## src/rtl/cnn_pkg.sv

```systemverilog
// Shared CNN datapath definitions: default widths, accumulator FSM state
// encoding and output saturation bounds for the default activation width.
package cnn_pkg;

  localparam int DEFAULT_IN_W   = 16;
  localparam int DEFAULT_CNT_W  = 4;
  localparam int DEFAULT_ACC_W  = 24;
  localparam int DEFAULT_BIAS_W = 16;
  localparam int DEFAULT_OUT_W  = 8;

  typedef enum logic {
    S_ACC  = 1'b0,
    S_POST = 1'b1
  } acc_state_t;

  localparam int SAT_MAX = (2 ** (DEFAULT_OUT_W - 1)) - 1;
  localparam int SAT_MIN = -(2 ** (DEFAULT_OUT_W - 1));

endpackage

```

## src/rtl/mac_accumulator_if.sv

```systemverilog
// Product input stream and result output stream of the MAC accumulator.
// master = producer/consumer side (tap sequencer + activation path),
// slave  = the accumulator itself.
interface mac_accumulator_if #(
  parameter int IN_W  = 16,
  parameter int OUT_W = 8
);
  logic                    in_valid;
  logic                    in_ready;
  logic signed [IN_W-1:0]  in_data;
  logic                    out_valid;
  logic                    out_ready;
  logic signed [OUT_W-1:0] out_data;
  logic                    out_ovf;

  modport master (
    output in_valid, in_data, out_ready,
    input  in_ready, out_valid, out_data, out_ovf
  );

  modport slave (
    input  in_valid, in_data, out_ready,
    output in_ready, out_valid, out_data, out_ovf
  );
endinterface

```

## src/rtl/mac_accumulator_round_shift_sat.sv

```systemverilog
// round_shift_sat: combinational post-processing of a finished window sum.
// Adds bias, rounds half up, arithmetic right shift, saturates to OUT_W.
// Optional macro MAC_ACCUMULATOR_RELU_EN clamps negative results to zero.
module round_shift_sat #(
  parameter int ACC_W  = 24,
  parameter int BIAS_W = 16,
  parameter int OUT_W  = 8
) (
  input  logic signed [ACC_W-1:0]  acc,
  input  logic signed [BIAS_W-1:0] bias,
  input  logic        [3:0]        shift,
  output logic signed [OUT_W-1:0]  res,
  output logic                     ovf
);
  localparam int W = ACC_W + 1;
  localparam logic signed [W-1:0] MAX_V = W'((2 ** (OUT_W - 1)) - 1);
  localparam logic signed [W-1:0] MIN_V = W'(-(2 ** (OUT_W - 1)));

  function automatic logic signed [W-1:0] round_shift(
    input logic signed [W-1:0] s,
    input logic        [3:0]   sh
  );
    logic signed [W-1:0] rnd;
    rnd = '0;
    if (sh != 4'd0) rnd = W'(1) <<< (sh - 4'd1);
    return (s + rnd) >>> sh;
  endfunction

  function automatic logic [OUT_W:0] saturate(input logic signed [W-1:0] r);
    if (r > MAX_V)      return {1'b1, MAX_V[OUT_W-1:0]};
    else if (r < MIN_V) return {1'b1, MIN_V[OUT_W-1:0]};
    else                return {1'b0, r[OUT_W-1:0]};
  endfunction

  logic signed [W-1:0] sum;
  logic signed [W-1:0] shifted;
  logic        [OUT_W:0] sat;

  // Bias add, round, shift, saturate; optional ReLU after saturation.
  always_comb begin
    sum     = W'(acc) + W'(bias);
    shifted = round_shift(sum, shift);
    sat     = saturate(shifted);
    ovf     = sat[OUT_W];
`ifdef MAC_ACCUMULATOR_RELU_EN
    res     = sat[OUT_W-1] ? '0 : sat[OUT_W-1:0];
`else
    res     = sat[OUT_W-1:0];
`endif
  end
endmodule

```

## src/rtl/mac_accumulator.sv

```systemverilog
// mac_accumulator: sums cfg_taps signed products per window, then applies
// bias/round/shift/saturate and presents one result per window with
// valid/ready handshaking. Optional macro: MAC_ACCUMULATOR_RELU_EN.
module mac_accumulator
  import cnn_pkg::*;
#(
  parameter int IN_W   = DEFAULT_IN_W,
  parameter int CNT_W  = DEFAULT_CNT_W,
  parameter int ACC_W  = DEFAULT_ACC_W,
  parameter int BIAS_W = DEFAULT_BIAS_W,
  parameter int OUT_W  = DEFAULT_OUT_W
) (
  input  logic                     clk,
  input  logic                     rst,
  input  logic        [CNT_W-1:0]  cfg_taps,
  input  logic signed [BIAS_W-1:0] cfg_bias,
  input  logic        [3:0]        cfg_shift,
  mac_accumulator_if.slave         bus,
  output logic                     busy
);
  acc_state_t               state_q, state_d;
  logic        [CNT_W-1:0]  count_q, count_d;
  logic        [CNT_W-1:0]  taps_q, taps_d;
  logic signed [ACC_W-1:0]  acc_q, acc_d;
  logic signed [ACC_W-1:0]  acc_final_q, acc_final_d;
  logic signed [BIAS_W-1:0] bias_q, bias_d;
  logic        [3:0]        shift_q, shift_d;
  logic                     out_valid_q, out_valid_d;
  logic signed [OUT_W-1:0]  out_data_q, out_data_d;
  logic                     out_ovf_q, out_ovf_d;

  logic signed [ACC_W-1:0]  sum;
  logic        [CNT_W-1:0]  taps_eff;
  logic signed [OUT_W-1:0]  post_res;
  logic                     post_ovf;

  round_shift_sat #(
    .ACC_W (ACC_W),
    .BIAS_W(BIAS_W),
    .OUT_W (OUT_W)
  ) u_post (
    .acc  (acc_final_q),
    .bias (bias_q),
    .shift(shift_q),
    .res  (post_res),
    .ovf  (post_ovf)
  );

  // Next-state: tap accumulation in S_ACC, result hand-off in S_POST.
  always_comb begin
    state_d     = state_q;
    count_d     = count_q;
    taps_d      = taps_q;
    acc_d       = acc_q;
    acc_final_d = acc_final_q;
    bias_d      = bias_q;
    shift_d     = shift_q;
    out_valid_d = out_valid_q;
    out_data_d  = out_data_q;
    out_ovf_d   = out_ovf_q;

    bus.in_ready = (state_q == S_ACC);

    // First tap starts a fresh sum and takes the window length from cfg.
    sum      = (count_q == '0) ? ACC_W'(bus.in_data) : acc_q + ACC_W'(bus.in_data);
    taps_eff = (count_q == '0) ? ((cfg_taps == '0) ? CNT_W'(1) : cfg_taps) : taps_q;

    if (bus.out_valid && bus.out_ready) out_valid_d = 1'b0;

    case (state_q)
      S_ACC: begin
        if (bus.in_valid) begin
          acc_d   = sum;
          taps_d  = taps_eff;
          count_d = count_q + CNT_W'(1);
          if (count_q == taps_eff - CNT_W'(1)) begin
            acc_final_d = sum;
            bias_d      = cfg_bias;
            shift_d     = cfg_shift;
            count_d     = '0;
            state_d     = S_POST;
          end
        end
      end
      S_POST: begin
        // A new result overrides the clear from a same-cycle consume.
        if (!out_valid_q || bus.out_ready) begin
          out_valid_d = 1'b1;
          out_data_d  = post_res;
          out_ovf_d   = post_ovf;
          state_d     = S_ACC;
        end
      end
      default: state_d = S_ACC;
    endcase
  end

  // State and datapath registers; reset discards any partial window.
  always_ff @(posedge clk) begin
    if (rst) begin
      state_q     <= S_ACC;
      count_q     <= '0;
      taps_q      <= '0;
      acc_q       <= '0;
      acc_final_q <= '0;
      bias_q      <= '0;
      shift_q     <= '0;
      out_valid_q <= 1'b0;
      out_data_q  <= '0;
      out_ovf_q   <= 1'b0;
    end else begin
      state_q     <= state_d;
      count_q     <= count_d;
      taps_q      <= taps_d;
      acc_q       <= acc_d;
      acc_final_q <= acc_final_d;
      bias_q      <= bias_d;
      shift_q     <= shift_d;
      out_valid_q <= out_valid_d;
      out_data_q  <= out_data_d;
      out_ovf_q   <= out_ovf_d;
    end
  end

  // Output drive and activity flag.
  always_comb begin
    bus.out_valid = out_valid_q;
    bus.out_data  = out_data_q;
    bus.out_ovf   = out_ovf_q;
    busy = (count_q != '0) || (state_q == S_POST) || (out_valid_q && !bus.out_ready);
  end
endmodule
```

## src/flat_wrapper.sv

```systemverilog
// flat-port wrapper written by rule: the top's interface ports become plain ports
module mac_accumulator_flat import cnn_pkg::*;
#(
  parameter int IN_W   = DEFAULT_IN_W,
  parameter int CNT_W  = DEFAULT_CNT_W,
  parameter int ACC_W  = DEFAULT_ACC_W,
  parameter int BIAS_W = DEFAULT_BIAS_W,
  parameter int OUT_W  = DEFAULT_OUT_W
)
  (clk, rst, cfg_taps, cfg_bias, cfg_shift, busy, bus_in_valid, bus_in_data, bus_out_ready, bus_in_ready, bus_out_valid, bus_out_data, bus_out_ovf);
  mac_accumulator_if #(.IN_W(IN_W), .OUT_W(OUT_W)) bus_i ();
  input  logic clk;
  input  logic rst;
  input  logic        [CNT_W-1:0] cfg_taps;
  input  logic signed [BIAS_W-1:0] cfg_bias;
  input  logic        [3:0] cfg_shift;
  output logic busy;
  input wire logic [$bits(bus_i.in_valid)-1:0] bus_in_valid;
  input wire logic [$bits(bus_i.in_data)-1:0] bus_in_data;
  input wire logic [$bits(bus_i.out_ready)-1:0] bus_out_ready;
  output wire logic [$bits(bus_i.in_ready)-1:0] bus_in_ready;
  output wire logic [$bits(bus_i.out_valid)-1:0] bus_out_valid;
  output wire logic [$bits(bus_i.out_data)-1:0] bus_out_data;
  output wire logic [$bits(bus_i.out_ovf)-1:0] bus_out_ovf;
  assign bus_i.in_valid = bus_in_valid;
  assign bus_i.in_data = bus_in_data;
  assign bus_i.out_ready = bus_out_ready;
  assign bus_in_ready = bus_i.in_ready;
  assign bus_out_valid = bus_i.out_valid;
  assign bus_out_data = bus_i.out_data;
  assign bus_out_ovf = bus_i.out_ovf;
  mac_accumulator #(.IN_W(IN_W), .CNT_W(CNT_W), .ACC_W(ACC_W), .BIAS_W(BIAS_W), .OUT_W(OUT_W)) u_core (.clk(clk), .rst(rst), .cfg_taps(cfg_taps), .cfg_bias(cfg_bias), .cfg_shift(cfg_shift), .bus(bus_i), .busy(busy));
endmodule
```

## config.mk

```make
export PLATFORM = sky130hd
export DESIGN_NAME = mac_accumulator_flat
export DESIGN_NICKNAME = d
export VERILOG_FILES = /design/src/rtl/cnn_pkg.sv /design/src/rtl/mac_accumulator_if.sv /design/src/rtl/mac_accumulator_round_shift_sat.sv /design/src/rtl/mac_accumulator.sv /design/src/flat_wrapper.sv
export SDC_FILE = /design/constraint.sdc
export NUM_CORES = 1
export LEC_CHECK = 0
export CORE_ASPECT_RATIO = 1.2
export CORE_MARGIN = 4
export CORE_UTILIZATION = 45
export DETAILED_ROUTE_END_ITERATION = 16
export DONT_BUFFER_PORTS = 1
export PLACE_DENSITY = 0.63
export SLEW_MARGIN = 20
export SYNTH_ARGS = -nofsm -noshare
export SYNTH_HDL_FRONTEND = slang
export SYNTH_SLANG_ARGS = --single-unit
export TNS_END_PERCENT = 1
```

## constraint.sdc

```tcl
create_clock -name clk -period 7.6 [get_ports clk]
set_input_delay 0 -clock clk [delete_from_list [all_inputs] [get_ports clk]]
set_output_delay 0 -clock clk [all_outputs]
set_load 0.01 [all_outputs]
```

======== Yosys cells after proc, flatten, opt, wreduce, memory -nomap -nowiden ========
Cells that the tools add are included.
operators by class
  $add $sub $neg .......................... 6
  $mul .................................... 0
  divide/modulo/power cells ............... 0
  order comparisons ....................... 2
  equal/unequal tests ..................... 1
  shift-type cells ........................ 2
  muxes and demuxes ....................... 14
  bitwise logic cells ..................... 1
  reduce and logical (&&, ||, !) cells .... 14
operators by type and width
  cell                   number
  $add 24x16->25         1
  $add 25x25->25         1
  $gt 25x8->1 const B    1
  $lt 25x8->1 const B    1
  $mux 25                1
  $sshl 2x4->25 const A  1
  $sshr 25x4->25         1
  $add 24x16->24         1
  $mux 24                1
  $mux 9                 2
  $mux 4                 3
  $logic_not 4->1        2
  $reduce_bool 4->1      2
  $sub 4x1->4 const B    2
  $mux 1                 6
  $add 4x1->4 const B    1
  $eq 4x4->1             1
  $reduce_and 2->1       2
  $logic_or 1x1->1       3
  $reduce_and 3->1       1
  $logic_and 1x1->1      2
  $logic_not 1->1        2
  $pmux 1 s2             1
  $not 1->1              1
word-level totals
  register bits ........................... 87
  latch bits .............................. 0
  bits in writable memories ............... 0
  ROM bits ................................ 0
  input bits .............................. 44
  output and inout port bits .............. 12
  logic and storage cells ................. 50
  memories kept ........................... 0

======== Longest topological paths before layout ========
  depth after elaboration ................. 8
  depth in mapped cells ................... 23
  gate-level depth less buffers ........... 20

======== Modules after synthesis ========
From an unflattened synthesis, not the netlist that was laid out.
second synthesis, totals
  cells, all modules ...................... 1169
  area total of the unflattened synthesis .. 8877.3 sq um
by module, submodules not included
  module           instances  cells each  area each (sq um)  seq. area each (sq um)
  mac_accumulator  1          577         4700.8             1741.7
  round_shift_sat  1          592         4176.5             0.0

======== Least setup slack after synthesis ========
Ideal clock, no wire load.
  path type ............................... register to register
  from .................................... register u_core.shift_q[1]
  to ...................................... register u_core.out_data_q[0] (netlist: u_core.bus.out_data[0])
  library setup time ...................... 0.061 ns
  data arrival time ....................... 5.459 ns
  data required time ...................... 7.539 ns
  setup slack ............................. 2.080 ns
  stages on the path, launching flop included .. 21
  path buffers ............................ 4
  period minus slack after synthesis ...... 5.520 ns
  cells stage by stage .................... dfxtp_1 -> clkbuf_1 -> buf_1 -> clkbuf_1 -> clkbuf_1 -> nand2_1 -> nor3_1 -> fa_1 -> ha_1 -> a21oi_1 -> o21a_1 -> o2bb2ai_4 -> o21ai_2 -> xor2_1 -> mux4_2 -> or3_1 -> a211o_1 -> o32ai_2 -> nand4_2 -> a21oi_4 -> o221a_1
between the ends
  longest elaborated chain between the ends .. 8
  elaborated cells on any way between the ends .. 10
  classes of those cells .................. 2 x add/sub; 2 x order compare; 2 x shift; 3 x mux; 1 x reduce/logical
ends and longest elaborated chain
  item                    RTL line                               source
  from (decl)             mac_accumulator.sv:27                  logic [3:0] shift_q, shift_d;
  from (signal assigned)  mac_accumulator.sv:118                 shift_q <= shift_d;
  $sub 4x1->4             mac_accumulator_round_shift_sat.sv:25  if (sh != 4'd0) rnd = W'(1) <<< (sh - 4'd1);
  $sshl 2x4->25           mac_accumulator_round_shift_sat.sv:25
  $mux 25                 mac_accumulator_round_shift_sat.sv:25
  $add 25x25->25          mac_accumulator_round_shift_sat.sv:26  return (s + rnd) >>> sh;
  $sshr 25x4->25 *        mac_accumulator_round_shift_sat.sv:26
  $lt 25x8->1             mac_accumulator_round_shift_sat.sv:31  else if (r < MIN_V) return {1'b1, MIN_V[OUT_W-1:0]};
  $mux 9                  mac_accumulator_round_shift_sat.sv:31
  $mux 9 *                mac_accumulator_round_shift_sat.sv:30  if (r > MAX_V) return {1'b1, MAX_V[OUT_W-1:0]};
  to (signal assigned)    mac_accumulator.sv:120                 out_data_q <= out_data_d;
  to (decl)               mac_accumulator.sv:29                  logic signed [OUT_W-1:0] out_data_q, out_data_d;
Mark *: on every way between the ends. The rest lies on a longest branch, timed or not.
A chain may end at the register's enable or synchronous reset.

======== Worst setup path in the final report ========
  from .................................... register u_core.shift_q[3]
  to ...................................... register u_core.out_data_q[3] (netlist: u_core.bus.out_data[3])
The elaborated chain is that of the path after synthesis.

==> impl_metrics.py <==
metrics = {
    "run_status": {
        "result_of_the_run": "completed",
    },
    "worst_setup_path": {
        "critical_path.reg2reg.startpoint": "u_core.shift_q[3]$_SDFFE_PP0P_",
        "worst-endpoint-required_ps": 7850,
        "critical_path.startpoint": "u_core.shift_q[3]$_SDFFE_PP0P_",
        "setup.worst_path.start_class": "flip-flop",
        "worst_setup_path_endpoint": "u_core.bus.out_data[3]$_SDFFE_PP0P_",
        "r2r_slack_ps": 1790,
        "worst-r2r-cell-count": 18,
        "critical_path_class": "flip-flop to flip-flop",
        "timing.critical_path.fanout_max": 26,
        "worstPathArrival_ps": 6060,
        "kind_of_end_point_of_the_critical_path": "flip-flop",
        "r2r_end": "u_core.bus.out_data[3]$_SDFFE_PP0P_",
    },
    "floorplanning": {
        "floorplan.die_area_um2": 20000,
        "core-area_um2": 17500,
        "row_count": 53,
        "top_level_ports": 56,
        "initial_utilization": 0.458,
        "die_h_um": 154,
        "die-width_um": 130,
    },
    "power_and_ir_drop": {
        "power.sequential.fraction": 0.284,
        "switching_share": 0.395,
        "clockPowerShare": 0.256,
        "p_switching_uw": 780,
        "static-leakage-power_uw": 0.00357,
        "internal_power_uw": 1190,
        "vdd.ir_drop.worst_mv": 0.121,
        "powerDensity_nw_per_um2": 224,
        "p_comb_frac": 0.460,
    },
    "sta": {
        "final.setup_skew_ps": 13.0,
        "final_hold_fails": 0,
        "max_freq_mhz": 172,
        "period_minus_slack_ps": 5810,
        "postLayoutSetupSlackWorst_ps": 1790,
        "worst_pin_slew_ps": 1060,
        "total_negative_setup_slacks_ps": 0,
        "fin_crit_sh": 0.764,
        "grt_setup_unrepaired": "no",
        "rel_slew_slack": 0.292,
        "setup_violations": 0,
        "timing.final.max_slew_violations": 0,
    },
    "routing": {
        "wire_per_inst_um": 17.1,
        "route.antenna.remaining_nets": 0,
        "drt-initial-drc-count": 472,
        "routed_wl_um": 21500,
        "drc": 0,
        "drt_pre_antenna_iters": 5,
        "detail_route.vias_per_cell": 5.88,
        "via_count": 7363,
    },
    "clock_network": {
        "number_of_buffers_created_by_cts": 9,
        "ctsHtreeMaxLevel": 3,
        "cts.sinks": 87,
        "clockRootBuffer": "sky130_fd_sc_hd__clkbuf_16",
        "post_cts.repair.setup_buffers": 0,
        "clk_pin_slew_worst_paths_ps": 70,
        "cts_hold_repair.buffers": 34,
        "tritoncts_clock_tree": "built",
        "post_cts_resize_count": 0,
        "clock_latency_of_the_later_clocked_register_in_the_worst_skew_pair_ps": 350,
        "cts.path.max_buffers": 2,
    },
    "placed_design": {
        "gp_routability_congestion": 0.876,
        "post-place-ws_ps": 1910,
        "place_hpwl_um": 15900,
        "postPlaceCellArea_um2": 8100,
        "buffer_ports.inserted": 0,
    },
    "yosys": {
        "synth-edff-count": 0,
        "synth.net_count": 1161,
        "postSynth.asyncResetShare": 0,
        "share_of_synthesized_area_occupied_by_flip_flops_and_latches": 0.217,
        "synth.ff_latch_count": 87,
        "post_synth_inst_count": 1042,
        "synth_top_flop_cell": "sky130_fd_sc_hd__dfxtp_1",
        "post_synthesis_cell_type_count": 83,
        "synth-warning-count": 0,
        "post_synth.cell_area_avg_um2": 7.70,
        "post_synth_instance_area_um2": 8020,
    },
    "layout": {
        "synthToLayoutAreaGrowth_pct": 9.62,
        "final_common_cell": "sky130_fd_sc_hd__nor2_1",
        "final_area_um2": 8790,
        "finalCoreUtilization": 0.502,
        "layout.nets": 1148,
        "antenna-diode-count": 0,
        "final_cell_mix": "sky130_fd_sc_hd__nor2_1 (119), sky130_fd_sc_hd__nand2_1 (107), sky130_fd_sc_hd__a21oi_1 (89), sky130_fd_sc_hd__dfxtp_1 (87), sky130_fd_sc_hd__inv_1 (63)",
        "layout-drive-gt1-share": 0.0687,
    },
    "global_route": {
        "antenna_found_initial": 0,
        "groute.usage.overall": 0.220,
        "via_count_of_the_first_global_routing_pass": 7212,
        "grt_first_pass_wirelength_um": 36300,
        "globalRouteOverflowTotal": 0,
        "grt_start_max_net_pins": 82,
    },
    "job": {
        "cap_violations": 0,
    },
    "min_path": {
        "worstHoldPathType": "primary input to flip-flop",
    },
}
per-layer routing:
| layer | vias up | track usage | part of all wire |
|---|---|---|---|
| met5 | - | 0 | 0 |
| met3 | 42 | 0.0342 | 0.043 |
| li1 | 3729 | - | - |
| met4 | 0 | 0.0817 | 0.029 |
| met2 | 170 | 0.360 | 0.48 |
| met1 | 3422 | 0.292 | 0.45 |
critical path, cell delays in order, from the launching register on:
cell	delay [ps]
sky130_fd_sc_hd__dfxtp_1	300
sky130_fd_sc_hd__buf_4	210
sky130_fd_sc_hd__inv_1	530
sky130_fd_sc_hd__nand2_1	220
sky130_fd_sc_hd__nor3_1	220
sky130_fd_sc_hd__fa_1	450
sky130_fd_sc_hd__ha_1	380
sky130_fd_sc_hd__o211ai_2	230
sky130_fd_sc_hd__a21oi_4	70
sky130_fd_sc_hd__o2111ai_1	360
sky130_fd_sc_hd__nand3_1	220
sky130_fd_sc_hd__a31o_2	320
sky130_fd_sc_hd__xnor2_1	600
sky130_fd_sc_hd__o2111a_1	260
sky130_fd_sc_hd__a221o_1	150
sky130_fd_sc_hd__o2111ai_1	120
sky130_fd_sc_hd__nor4b_1	430
sky130_fd_sc_hd__a31oi_1	310
sky130_fd_sc_hd__o221a_1	300
power groups by stage:
stage / logic (µW) / clock network [µW] / registers [µW]
after floorplan: 713 / 0 / 555
after detailed placement: 877 / 0 / 569
final: 908 / 506 / 559
after CTS: 905 / 518 / 560
after global placement: 871 / 0 / 568
after global routing: 1020 / 535 / 567
stage by stage:
stage               total power, µW  hold WS, ps  cells
CTS                            1980         2.08   1253
global placement               1440         82.6   1204
global route                   2120         47.5   1253
floorplan                      1270          136   1042
finish                         1970         21.9   1253
detailed placement             1450         83.0   1204
worst min-delay path by stage:
stage | depth (start not counted) | start | endpoint | slack [ps]
after floorplan | 2 | cfg_bias[10] | u_core.bias_q[10]$_SDFFE_PP0P_ | 140
after global placement | 1 | rst | u_core.bias_q[8]$_SDFFE_PP0P_ | 80
after detailed placement | 1 | rst | u_core.bias_q[9]$_SDFFE_PP0P_ | 80
after CTS | 4 | bus_in_data[12] | u_core.acc_q[12]$_SDFFE_PP0P_ | 2
after global routing | 2 | rst | u_core.taps_q[0]$_SDFFE_PP0P_ | 50
final | 2 | cfg_taps[2] | u_core.taps_q[2]$_SDFFE_PP0P_ | 20
cell usage after synthesis, drive strengths merged, types with 4 or more instances:
master   number  share of area
a211o         5         0.0055
a211oi       64          0.061
a21o         18          0.017
a21oi        93          0.063
a311oi        6         0.0066
a31oi        10         0.0078
and2         10         0.0078
and3         10         0.0080
buf          15         0.0098
clkbuf       52          0.024
dfxtp        87           0.22
fa           18          0.045
ha           57          0.089
inv          64          0.030
mux2          5         0.0070
mux2i        22          0.027
mux4          6          0.017
nand2       108          0.051
nand2b        6         0.0047
nand3        18          0.013
nand4         8         0.0070
nor2        119          0.056
nor2b        10         0.0078
nor3         38          0.026
o2111ai       5         0.0055
o211ai       15          0.017
o21a          5         0.0047
o21ai        52          0.034
o21bai        5         0.0047
o221a         8          0.011
o22ai         4         0.0031
or2           4         0.0031
xnor2        32          0.035
xor2         17          0.019
logic make-up (layout without fill, tap and decap cells):
group	after synthesis	after routing	synth area share
other cells	1	1	0.000467
flops	87	87	0.217
compound gates	323	323	0.284
mux	33	33	0.0513
fa+ha+maj	75	75	0.134
buf+inv	132	123	0.0646
xor+xnor	49	49	0.0535
simple gates	342	342	0.195
state kept, by name, summed over array words and instances (netlist names):
register and cells:
u_core.state_q 1, u_core.acc_q 24, u_core.acc_final_q 24, u_core.bias_q 16, u_core.bus.out_valid 1, u_core.bus.out_data 8, u_core.bus.out_ovf 1, u_core.count_q 4
u_core.shift_q 4, u_core.taps_q 4
final cells by class:
type / count / area (µm²)
clock inverter: 5 / 106
tap: 220 / 275
fill: 1791 / 8710
inverter: 65 / 244
timing repair buffer: 43 / 425
multi-input combinational: 823 / 5770
sequential: 87 / 1740
clock buffer: 10 / 229
(Power assumes the default switching activity.)
